`src/rtl/va_pixel_shifter.sv`:
```
// -----------------------------------------------------------------------------
// va_pixel_shifter
//
// Video output stage that sits directly behind the video address / DRAM
// controller. Each fetched 16-bit video word arrives on PIN_D together with a
// one-clock PIN_WTI strobe. It is captured into a holding register and then
// double-buffered into a 16-bit shift register that delivers one 2-bit pair
// per clock, least-significant pair first. A registered output stage turns
// each pair into either a mono pixel pair or a 2-bit colour index with RGB
// decode. The composite sync is delayed so it stays aligned with the pixels.
//
// Timing: a WTI sampled at edge t reloads the phase counter with WTI_PHASE.
// The transfer into the shift register happens at edge t+6, and pixel k
// (k = 0..7) is on the outputs after edge t+7+k.
//
// Parameters
//   WTI_PHASE      phase-counter value loaded on a WTI edge (default 2)
//   SYNC_DLY       number of flip-flops in the sync delay line, 1..15 (default 7)
//
// Optional build macro
//   VA_SHIFT_BORDER_EN  when defined, blanked words drive PIN_BORDER onto RGB.
//                       When undefined, blank RGB is 000 and PIN_BORDER is
//                       ignored.
//
// Ports
//   PIN_CLK        in   1   pixel/2 clock, rising edge
//   PIN_R          in   1   asynchronous active-high reset
//   PIN_WTI        in   1   video word strobe, one clock per fetched word
//   PIN_D          in  16   DRAM read data, valid while PIN_WTI = 1
//   PIN_COLOR      in   1   1 = 4-colour mode, 0 = mono
//   PIN_nVSYNC_IN  in   1   composite sync, active-low
//   PIN_BORDER     in   3   border RGB (optional feature only)
//   PIN_PIX        out  2   mono pixel pair or colour index
//   PIN_R_OUT      out  1   decoded red
//   PIN_G_OUT      out  1   decoded green
//   PIN_B_OUT      out  1   decoded blue
//   PIN_nSYNC_OUT  out  1   delayed composite sync, active-low
// -----------------------------------------------------------------------------
module va_pixel_shifter #(
    parameter int WTI_PHASE = 2,
    parameter int SYNC_DLY  = 7
) (
    input  logic        PIN_CLK,
    input  logic        PIN_R,
    input  logic        PIN_WTI,
    input  logic [15:0] PIN_D,
    input  logic        PIN_COLOR,
    input  logic        PIN_nVSYNC_IN,
    input  logic [2:0]  PIN_BORDER,
    output logic [1:0]  PIN_PIX,
    output logic        PIN_R_OUT,
    output logic        PIN_G_OUT,
    output logic        PIN_B_OUT,
    output logic        PIN_nSYNC_OUT
);

    localparam logic [2:0] PH_LOAD = 3'(WTI_PHASE);

    // Pipeline state.
    logic [2:0]          ph_q,   ph_d;
    logic [15:0]         hold_q, hold_d;
    logic                hv_q,   hv_d;
    logic [15:0]         sr_q,   sr_d;
    logic                sv_q,   sv_d;
    logic [1:0]          pix_q,  pix_d;
    logic [2:0]          rgb_q,  rgb_d;
    logic [SYNC_DLY-1:0] sync_q, sync_d;

    logic                xfer_s;
    logic [2:0]          blank_rgb_s;

    // Colour used while no valid word is in the shift register.
`ifdef VA_SHIFT_BORDER_EN
    assign blank_rgb_s = PIN_BORDER;
`else
    // The border input is read but masked off, so blanking is always black.
    assign blank_rgb_s = PIN_BORDER & 3'b000;
`endif

    // Transfer happens on the edge where the phase counter is at its last slot.
    assign xfer_s = (ph_q == 3'd7);

    // Phase counter, holding register and shift register next state.
    always_comb begin
        ph_d   = ph_q + 3'd1;
        hold_d = hold_q;
        hv_d   = hv_q;
        sr_d   = {2'b00, sr_q[15:2]};
        sv_d   = sv_q;

        // A WTI re-syncs the phase immediately, even at an irregular phase.
        if (PIN_WTI) begin
            ph_d = PH_LOAD;
        end else begin
            ph_d = ph_q + 3'd1;
        end

        // The holding register is consumed by a transfer; a WTI on the same
        // edge refills it, so the valid flag stays set in that case.
        if (PIN_WTI) begin
            hold_d = PIN_D;
            hv_d   = 1'b1;
        end else if (xfer_s) begin
            hold_d = hold_q;
            hv_d   = 1'b0;
        end else begin
            hold_d = hold_q;
            hv_d   = hv_q;
        end

        // Transfer takes the holding register as it was before this edge.
        if (xfer_s) begin
            sr_d = hv_q ? hold_q : 16'h0000;
            sv_d = hv_q;
        end else begin
            sr_d = {2'b00, sr_q[15:2]};
            sv_d = sv_q;
        end
    end

    // Pixel decode from the pair currently at the bottom of the shift register.
    always_comb begin
        pix_d = 2'b00;
        rgb_d = 3'b000;
        if (sv_q) begin
            pix_d = sr_q[1:0];
            if (PIN_COLOR) begin
                case (sr_q[1:0])
                    2'b00:   rgb_d = 3'b000;
                    2'b01:   rgb_d = 3'b001;
                    2'b10:   rgb_d = 3'b010;
                    2'b11:   rgb_d = 3'b100;
                    default: rgb_d = 3'b000;
                endcase
            end else begin
                // Mono: the low bit of the pair drives white/black.
                rgb_d = {3{sr_q[0]}};
            end
        end else begin
            pix_d = 2'b00;
            rgb_d = blank_rgb_s;
        end
    end

    // Sync delay line: stage 0 samples the input, the last stage is the output.
    always_comb begin
        sync_d    = sync_q;
        sync_d[0] = PIN_nVSYNC_IN;
        for (int i = 1; i < SYNC_DLY; i++) begin
            sync_d[i] = sync_q[i-1];
        end
    end

    // State and output registers with asynchronous reset.
    always_ff @(posedge PIN_CLK or posedge PIN_R) begin
        if (PIN_R) begin
            ph_q   <= 3'd0;
            hold_q <= 16'h0000;
            hv_q   <= 1'b0;
            sr_q   <= 16'h0000;
            sv_q   <= 1'b0;
            pix_q  <= 2'b00;
            rgb_q  <= 3'b000;
            sync_q <= {SYNC_DLY{1'b1}};
        end else begin
            ph_q   <= ph_d;
            hold_q <= hold_d;
            hv_q   <= hv_d;
            sr_q   <= sr_d;
            sv_q   <= sv_d;
            pix_q  <= pix_d;
            rgb_q  <= rgb_d;
            sync_q <= sync_d;
        end
    end

    assign PIN_PIX       = pix_q;
    assign PIN_R_OUT     = rgb_q[2];
    assign PIN_G_OUT     = rgb_q[1];
    assign PIN_B_OUT     = rgb_q[0];
    assign PIN_nSYNC_OUT = sync_q[SYNC_DLY-1];

endmodule
```
`config.mk`:
```
export PLATFORM = sky130hd
export DESIGN_NAME = va_pixel_shifter
export DESIGN_NICKNAME = d
export VERILOG_FILES = /design/src/rtl/va_pixel_shifter.sv
export SDC_FILE = /design/constraint.sdc
export NUM_CORES = 1
export LEC_CHECK = 0
export ABC_AREA = 1
export CAP_MARGIN = 20
export CORE_MARGIN = 2
export CORE_UTILIZATION = 40
export CTS_BUF_LIST = sky130_fd_sc_hd__clkbuf_4 sky130_fd_sc_hd__clkbuf_8
export DETAILED_ROUTE_END_ITERATION = 10
export PLACE_DENSITY = 0.62
export SYNTH_ARGS = -nofsm -noshare
export SYNTH_HDL_FRONTEND = slang
export SYNTH_SLANG_ARGS = --single-unit
```
`constraint.sdc`:
```
create_clock -name PIN_CLK -period 2.7 [get_ports PIN_CLK]
set_input_delay 0.81 -clock PIN_CLK [delete_from_list [all_inputs] [get_ports PIN_CLK]]
set_output_delay 0.81 -clock PIN_CLK [all_outputs]
set_load 0.01 [all_outputs]
```
# ---- Word level (Yosys, flattened, before mapping)
# Cells that the tools add are included.
dict set report word_totals {
  word_cells 24
  reg_bits 49
  output_inout_bits 6
}
dict set report classes {
  add_sub_neg 1
  reduce_logical 2
  n_eq_ne 4
  mux 9
}
# op count
set ops {}
lappend ops {{two-way mux 16 bit} 2}
lappend ops {{one-hot mux 3 bit (4 select lines)} 1}
lappend ops {{two-way mux 3 bit} 3}
lappend ops {{== test 2 bit (second input constant)} 2}
lappend ops {{adder 3 x 1 -> 3 bit (second input constant)} 1}
lappend ops {{== test 3 bit (second input constant)} 1}
lappend ops {{== test 2 x 1 -> 1 bit (second input constant)} 1}
lappend ops {{zero test 2 bit} 1}
lappend ops {{two-way mux 1 bit} 2}
lappend ops {{two-way mux 2 bit} 1}
lappend ops {{nonzero test 2 bit} 1}

# ---- Depth between registers and ports, before layout
# Gate-level depths: netlist of the first run.
dict set report depth {
  depth_word 4
  depth_mapped 6
  ltp_nobuf 5
}

# ---- Least setup slack after synthesis of the first run
# Ideal clock, no wire load.
dict set report synth_timing {
  kind {reg-to-output}
  from {register sync_q[6]}
  to {output PIN_nSYNC_OUT}
  path_stages_with_launch 1
  slack_ns 1.370
  t_required_ns 1.890
  arrival_time_ns 0.520
  path_cell_list {dfstp_2}
}
# item line_no
set synth_rtl {}
lappend synth_rtl {{start: declaration} 67} ;# logic [SYNC_DLY-1:0] sync_q, sync_d;
lappend synth_rtl {{start signal: assignment} 164} ;# sync_q <= {SYNC_DLY{1'b1}};
lappend synth_rtl {{start signal: assignment} 173} ;# sync_q <= sync_d;
lappend synth_rtl {{end: declaration} 54} ;# output logic PIN_nSYNC_OUT
# No word-level cell between the ends.

# ---- Final worst setup path of the first run
dict set report layout_timing {
  from {register sync_q[6]}
  to {output PIN_nSYNC_OUT}
}
# No word-level cell between the ends.

==> summary.md, run 1 <==
| Metric | Value |
|---|---|
| LEAKAGE | `1.08 nW` |
| R2R Setup Slk | `~1.3 ns` |
| Final hold vios | `0` |
| RSZ-0062 raised after global routing | `false` |
| Peak supply drop | `0.290 mV` |
| Setup Viol. Count Final | `0` |
| GPL Wtd Cong | `0.704` |
| Placed instance area | `roughly 2100 µm²` |
| Critical Path Stages | `1` |
| Crit-path cells | `clkdlybuf4s50_1` |
| TritonCTS clock tree | `built` |
| Port Buf Inserts | `26` |
| Max Cap Viol | `0` |
| Final core occ | `just over 50%` |
| CP Data Arrival Time | `roughly 1.3 ns` |
| DRC viols | `0` |
| Synth area leader | `dfrtp_1` |
| Clock tree buffer depth | `2` |
| Full die area | `5180 µm²` |
| Area growth syn-to-layout | `20.7%` |
| CP Class | `reg2out` |
| Power per cell area | `656 nW/µm²` |
| Sequential fraction of the synthesis area | `66.8%` |
| Clock latency on the worst-skew pair | `0.30 ns` |
| CP Launch Type | `flop` |
| H-Tree Depth | `2` |
| Status | `completed` |
| Share of cells above drive strength 1 | `a little over a fifth` |
| Final Skew | `between 0.01 and 0.015 ns` |
| Worst slack at placement | `0.729 ns` |
| Hold Crit Class | `reg2reg` |
| Vias in the first global route | `1128` |
| Slew Limit Fails | `0` |
| Reg2Reg Launch Point | `ph_q[0]` |
| Min Hold Slack | `approximately 0.36 ns` |
| # clock sinks | `49` |
| Avg WL per Cell | `around 11 µm` |
| Final wirelength | `approximately 2800 µm` |
| Syn_area_per_cell | `about 12 µm²` |
| Routed Antenna Nets | `0` |
| Half-perimeter wire length after detailed placement | `1830 µm` |
| Quantity of gates resized following cts | `0` |
| Ranking of synthesized cells by area | `dfrtp_1 (57%), dfstp_2 (10%), o21ai_2 (9.5%)` |
| CP endpoint | `PIN_nSYNC_OUT` |
| Final worst-path cycle share | `79.0%` |
| DR vias | `1110` |
| R2R Path End | `sr_q[7]` |
| Post-route design area | `roughly 2200 µm²` |
| Post-synth net total | `about 190` |
| Total CTS buffers | `5` |
| Hold buffer count at CTS | `0` |
| DRT iter0 DRCs | `55` |
| Core ar. | `4410 µm²` |
| Placement Rows | `24` |
| Root Buffer | `clkbuf_8` |
| Worst Setup Slack, final | `0.567 ns` |
| Critical-path top delay cell | `dfstp_2` |
| Setup TNS | `0 ns` |
| GRT Residual Overflow | `0` |
| Slew Limit Headroom | `a little under two thirds` |
| Share of the synthesized area in the top cell type | `56.9%` |
| Detailed Routing Iterations Pass 1 | `4` |
| Least-Margin Pin Slew | `0.542 ns` |
| Clock-pin slew of the registers on the worst-case setup and hold paths | `0.08 ns` |
| GRT Total Usage | `12.8%` |
| Vias per cell | `roughly 4.6` |
| Distinct cells, synth | `15` |
| Diode count | `0` |
| Synthesized area | `1850 µm²` |
| Setup crit start | `sync_q[6]` |
| Final nets | `around 220` |
| Pin count of the biggest net entering global routing | `37` |
| Min cycle time layout | `approximately 2.1 ns` |
| Fmax | `between 400 and 500 MHz` |
| Initial antenna violation count | `0` |
| Flops & latches, synth | `49` |
| Ys Warns | `0` |
| Top delay family on crit path | `flip-flops` |
| Reg2Reg Depth | `4` |
| CP Capture Type | `output pin` |
| Setup bufs post-CTS | `0` |
| Initial Util | `41.9%` |
| Synth Instances | `160` |
| CP required | `between 1.5 and 2 ns` |
| Die Y | `72.0 µm` |
| Critical path buffers and inverters | `1` |
| CP Max Fanout | `1` |
| CP peak stage delay | `0.52 ns` |
| Global-route wire length before repair | `approximately 5000 µm` |
| # IOs | `30` |
| Die width | `approximately 72 µm` |
## layout by cell type (no fill, tap or decap), types with 3 or more instances in the layout
| master | n |
|---|---|
| ha_1 | 3 |
| dfstp_2 | 7 |
| nor2_1 | 5 |
| nand2_1 | 37 |
| inv_1 | 22 |
| dfrtp_1 | 42 |
| o21ai_0 | 10 |
| clkbuf_8 | 6 |
| o21ai_2 | 20 |
| clkdlybuf4s50_1 | 26 |
## flip-flops by register name, summed over array words and instances, names as in the netlist
register	count
sr_q	16
sync_q	7
hv_q	1
sv_q	1
PIN_PIX	2
hold_q	16
ph_q	3
rgb_q	3
## power by group
part	switching [mW]	internal, mW
clock	0.223	0.229
sequential	0.0258	0.807
combinational	0.0949	0.0836
## cell usage after synthesis
| cell type | number |
|---|---|
| dfrtp_1 | 42 |
| nand2_1 | 37 |
| inv_1 | 23 |
| o21ai_2 | 20 |
| o21ai_0 | 10 |
| dfstp_2 | 7 |
| buf_6 | 6 |
| nor2_1 | 5 |
| ha_1 | 3 |
| nor3_1 | 2 |
| a21oi_1 | 1 |
| inv_2 | 1 |
| nand2_2 | 1 |
| o21bai_1 | 1 |
| or2_1 | 1 |
## kinds of logic after synthesis
family	after synthesis	synth area share, %
AOI/OAI and AO/OA	32	12.9
DFF	49	66.8
buffers and inverters	30	8.53
and+or+nand+nor	46	9.75
adders and majority gates	3	2.03
## stage by stage
step                total power, mW  cells
finish                         1.46    242
global route                   1.55    242
CTS                            1.48    242
detailed placement             1.03    234
global placement               1.02    234
floorplan                     0.957    160
## cell type report
| cell class | instances | area, µm² |
|---|---|---|
| fillers | 392 | 2180 |
| flip-flops and latches | 49 | 1230 |
| multi-input cells | 81 | 455 |
| repair buffers | 28 | 288 |
| clock buffers | 8 | 97.6 |
| inverters | 24 | 90.1 |
| well taps | 52 | 65.1 |
## worst min path at each step
| stage | start | endpoint | slack (ns) | cells past startpoint |
|---|---|---|---|---|
| detailed placement | sync_q[2] | sync_q[3] | 0.35 | 0 |
| global route | sync_q[4] | sync_q[5] | 0.36 | 0 |
| global placement | sync_q[0] | sync_q[1] | 0.35 | 0 |
| finish | sync_q[4] | sync_q[5] | 0.36 | 0 |
| CTS | sync_q[4] | sync_q[5] | 0.36 | 0 |
| floorplan | sync_q[0] | sync_q[1] | 0.35 | 0 |
## routing by layer
metal / vias up / track usage [%] / wire length [µm]
met5: - / 0 / 0
met1: 532 / 16.1 / 1260
met2: 23 / 20.6 / 1350
met3: 5 / 4.72 / 131
met4: 0 / 4.40 / 37
li1: 550 / - / -
Note: power is estimated with default switching activity, not from simulation.
==> run 2: changes to the inputs <==
==> constraint.sdc (replaced) <==
create_clock -name PIN_CLK -period 2.15 [get_ports PIN_CLK]
set_input_delay 0.645 -clock PIN_CLK [delete_from_list [all_inputs] [get_ports PIN_CLK]]
set_output_delay 0.645 -clock PIN_CLK [all_outputs]
set_load 0.01 [all_outputs]
==> summary.md, run 2 (synthesized netlist as in run 1, its figures left out) <==
| Metric | Value |
|---|---|
| Status | `completed (unchanged)` |
| Area growth syn-to-layout | `21.4% (was 20.7%)` |
| Initial Util | `41.9% (unchanged)` |
| CP Capture Type | `output pin (unchanged)` |
| Hold_sp | `sync_q[0] (was sync_q[4])` |
| Initial antenna violation count | `0 (unchanged)` |
| Fillers | `396 (was 392)` |
| Placement Rows | `24 (unchanged)` |
| Worst-case hold path end point | `sync_q[1] (was sync_q[5])` |
| Final nets | `216 (unchanged)` |
| Least-Margin Pin Slew | `0.367 ns (was 0.542 ns)` |
| Final worst-path cycle share | `91.8%` |
| RSZ-0062 raised after global routing | `false (unchanged)` |
| Seq pwr share | `57.1% (was 56.9%)` |
| Worst hold path stage count | `0 (unchanged)` |
| Die Y | `72.0 µm (unchanged)` |
| Worst Setup Slack, final | `0.177 ns (was 0.567 ns)` |
| Half-perimeter wire length after detailed placement | `1810 µm (was 1830 µm)` |
| Clock network power share | `30.5% (was 30.9%)` |
| Quantity of gates resized following cts | `0 (unchanged)` |
| Avg WL per Cell | `11.1 µm (was 11.5 µm)` |
| Root Buffer | `clkbuf_8 (unchanged)` |
| Clock tree buffer depth | `2 (unchanged)` |
| Slew Limit Fails | `0 (unchanged)` |
| Commonest non-fill, non-tap cells in the layout | `dfrtp_1 (42), nand2_1 (37), clkdlybuf4s50_1 (26) (unchanged)` |
| Vias in the first global route | `1130 (was 1128)` |
| Final hold vios | `0 (unchanged)` |
| Pin count of the biggest net entering global routing | `50 (was 37)` |
| Final Skew | `0.00562 ns (was 0.0103 ns)` |
| Critical path buffers and inverters | `1 (unchanged)` |
| Fmax | `507 MHz` |
| Hold buffer count at CTS | `0 (unchanged)` |
| Setup Viol. Count Final | `0 (unchanged)` |
| R2R Setup Slk | `0.74 ns (was 1.30 ns)` |
| CP Class | `reg2out (unchanged)` |
| R2R Path End | `sr_q[9] (was sr_q[7])` |
| Clock latency on the worst-skew pair | `0.29 ns (was 0.30 ns)` |
| Total CTS buffers | `5 (unchanged)` |
| Port Buf Inserts | `26 (unchanged)` |
| LEAKAGE | `1.09 nW (was 1.08 nW)` |
| Area of the multi-input gates | `455 µm² (unchanged)` |
| Slew Limit Headroom | `75.5% (was 63.8%)` |
| Final wirelength | `2680 µm (was 2780 µm)` |
| Vias per cell | `4.62 (was 4.59)` |
| Top delay family on crit path | `flip-flops (unchanged)` |
| Global-route wire length before repair | `4820 µm (was 5020 µm)` |
| Min Hold Slack | `0.359 ns (was 0.358 ns)` |
| Final core occ | `50.8% (was 50.5%)` |
| Peak supply drop | `0.296 mV (was 0.290 mV)` |
| Most common cell after layout, fill and taps aside | `dfrtp_1 (unchanged)` |
| Post-route insts no fill | `242 (unchanged)` |
| GRT Total Usage | `12.2% (was 12.8%)` |
| Top flop regs | `hold_q: 16 flops, sr_q: 16 flops, sync_q: 7 flops (unchanged)` |
| GPL Wtd Cong | `0.703 (was 0.704)` |
| Crit-path cells | `clkdlybuf4s50_1 (unchanged)` |
| Placed cells | `234 (unchanged)` |
| # clock sinks | `49 (unchanged)` |
| H-Tree Depth | `2 (unchanged)` |
| Gate power share | `12.4% (was 12.2%)` |
| Reg2Reg Launch Point | `ph_q[0] (unchanged)` |
| Hold Crit Class | `reg2reg (unchanged)` |
| DRT iter0 DRCs | `58 (was 55)` |
| GRT Residual Overflow | `0 (unchanged)` |
| CP Launch Type | `flop (unchanged)` |
| Diode count | `0 (unchanged)` |
| CP Data Arrival Time | `1.33 ns (was 1.32 ns)` |
| Power per cell area | `815 nW/µm² (was 656 nW/µm²)` |
| Cell Int Power | `1.41 mW (was 1.12 mW)` |
| Switching power | `0.419 mW (was 0.343 mW)` |
| Full die area | `5180 µm² (unchanged)` |
| Die width | `72.0 µm (unchanged)` |
| CP peak stage delay | `0.52 ns (about the same)` |
| Min cycle time layout | `about 2.0 ns` |
| Sw Share | `22.9% (was 23.5%)` |
| Share of cells above drive strength 1 | `21.1% (unchanged)` |
| CP Max Fanout | `1 (unchanged)` |
| Sequential cell area | `1230 µm² (unchanged)` |
| Setup bufs post-CTS | `0 (unchanged)` |
| CP required | `1.50 ns (was 1.89 ns)` |
| DR vias | `1117 (was 1110)` |
| Setup TNS | `0 ns (unchanged)` |
| # IOs | `30 (unchanged)` |
| Max Cap Viol | `0 (unchanged)` |
| TritonCTS clock tree | `built (unchanged)` |
| Detailed Routing Iterations Pass 1 | `3 (was 4)` |
| Routed Antenna Nets | `0 (unchanged)` |
| Worst slack at placement | `0.491 ns (was 0.729 ns)` |
| Clock-pin slew of the registers on the worst-case setup and hold paths | `0.08 ns (about the same)` |
| Critical-path top delay cell | `dfstp_2 (unchanged)` |
| Core ar. | `4410 µm² (unchanged)` |
| DRC viols | `0 (unchanged)` |
| Reg2Reg Depth | `4 (unchanged)` |
==> run 2: power groups by stage <==
stage	Clock (mW)	Combinational, mW	Sequential (mW)
5_1_grt	0.615	0.260	1.06
4_1_cts	0.584	0.233	1.05
3_5_place_dp	0	0.231	1.06
6_report	0.557	0.226	1.04
2_1_floorplan	0	0.140	1.06
3_3_place_gp	0	0.224	1.06
==> run 2: area by class of cell <==
type | instances | share of cell area, %
Tap cell | 52 | 2.90
Clock buffer | 8 | 4.35
Multi-Input combinational cell | 81 | 20.3
Inverter | 24 | 4.02
Sequential cell | 49 | 55.0
Timing Repair Buffer | 28 | 13.4
==> run 2: per-layer routing <==
layer  global-route usage (%)  routed length [µm]
met2                     20.2                1300
met4                     4.40                  39
met1                     14.6                1180
met5                        0                   0
met3                     4.86                 155
==> run 2: worst max-delay path by stage <==
stage          slack (ns)             to       from  depth (start not counted)
2_1_floorplan        0.34     PIN_PIX[0]      PIN_R                          1
3_3_place_gp         0.49  PIN_nSYNC_OUT  sync_q[6]                          1
3_5_place_dp         0.49  PIN_nSYNC_OUT  sync_q[6]                          1
4_1_cts              0.16  PIN_nSYNC_OUT  sync_q[6]                          1
5_1_grt              0.14  PIN_nSYNC_OUT  sync_q[6]                          1
6_report             0.18  PIN_nSYNC_OUT  sync_q[6]                          1
==> run 2: through the flow <==
stage	power, mW	cell area, µm²
after detailed placement	1.29	2150
after global routing	1.93	2240
after CTS	1.86	2240
after floorplan	1.20	1850
after global placement	1.28	2150
final	1.83	2240
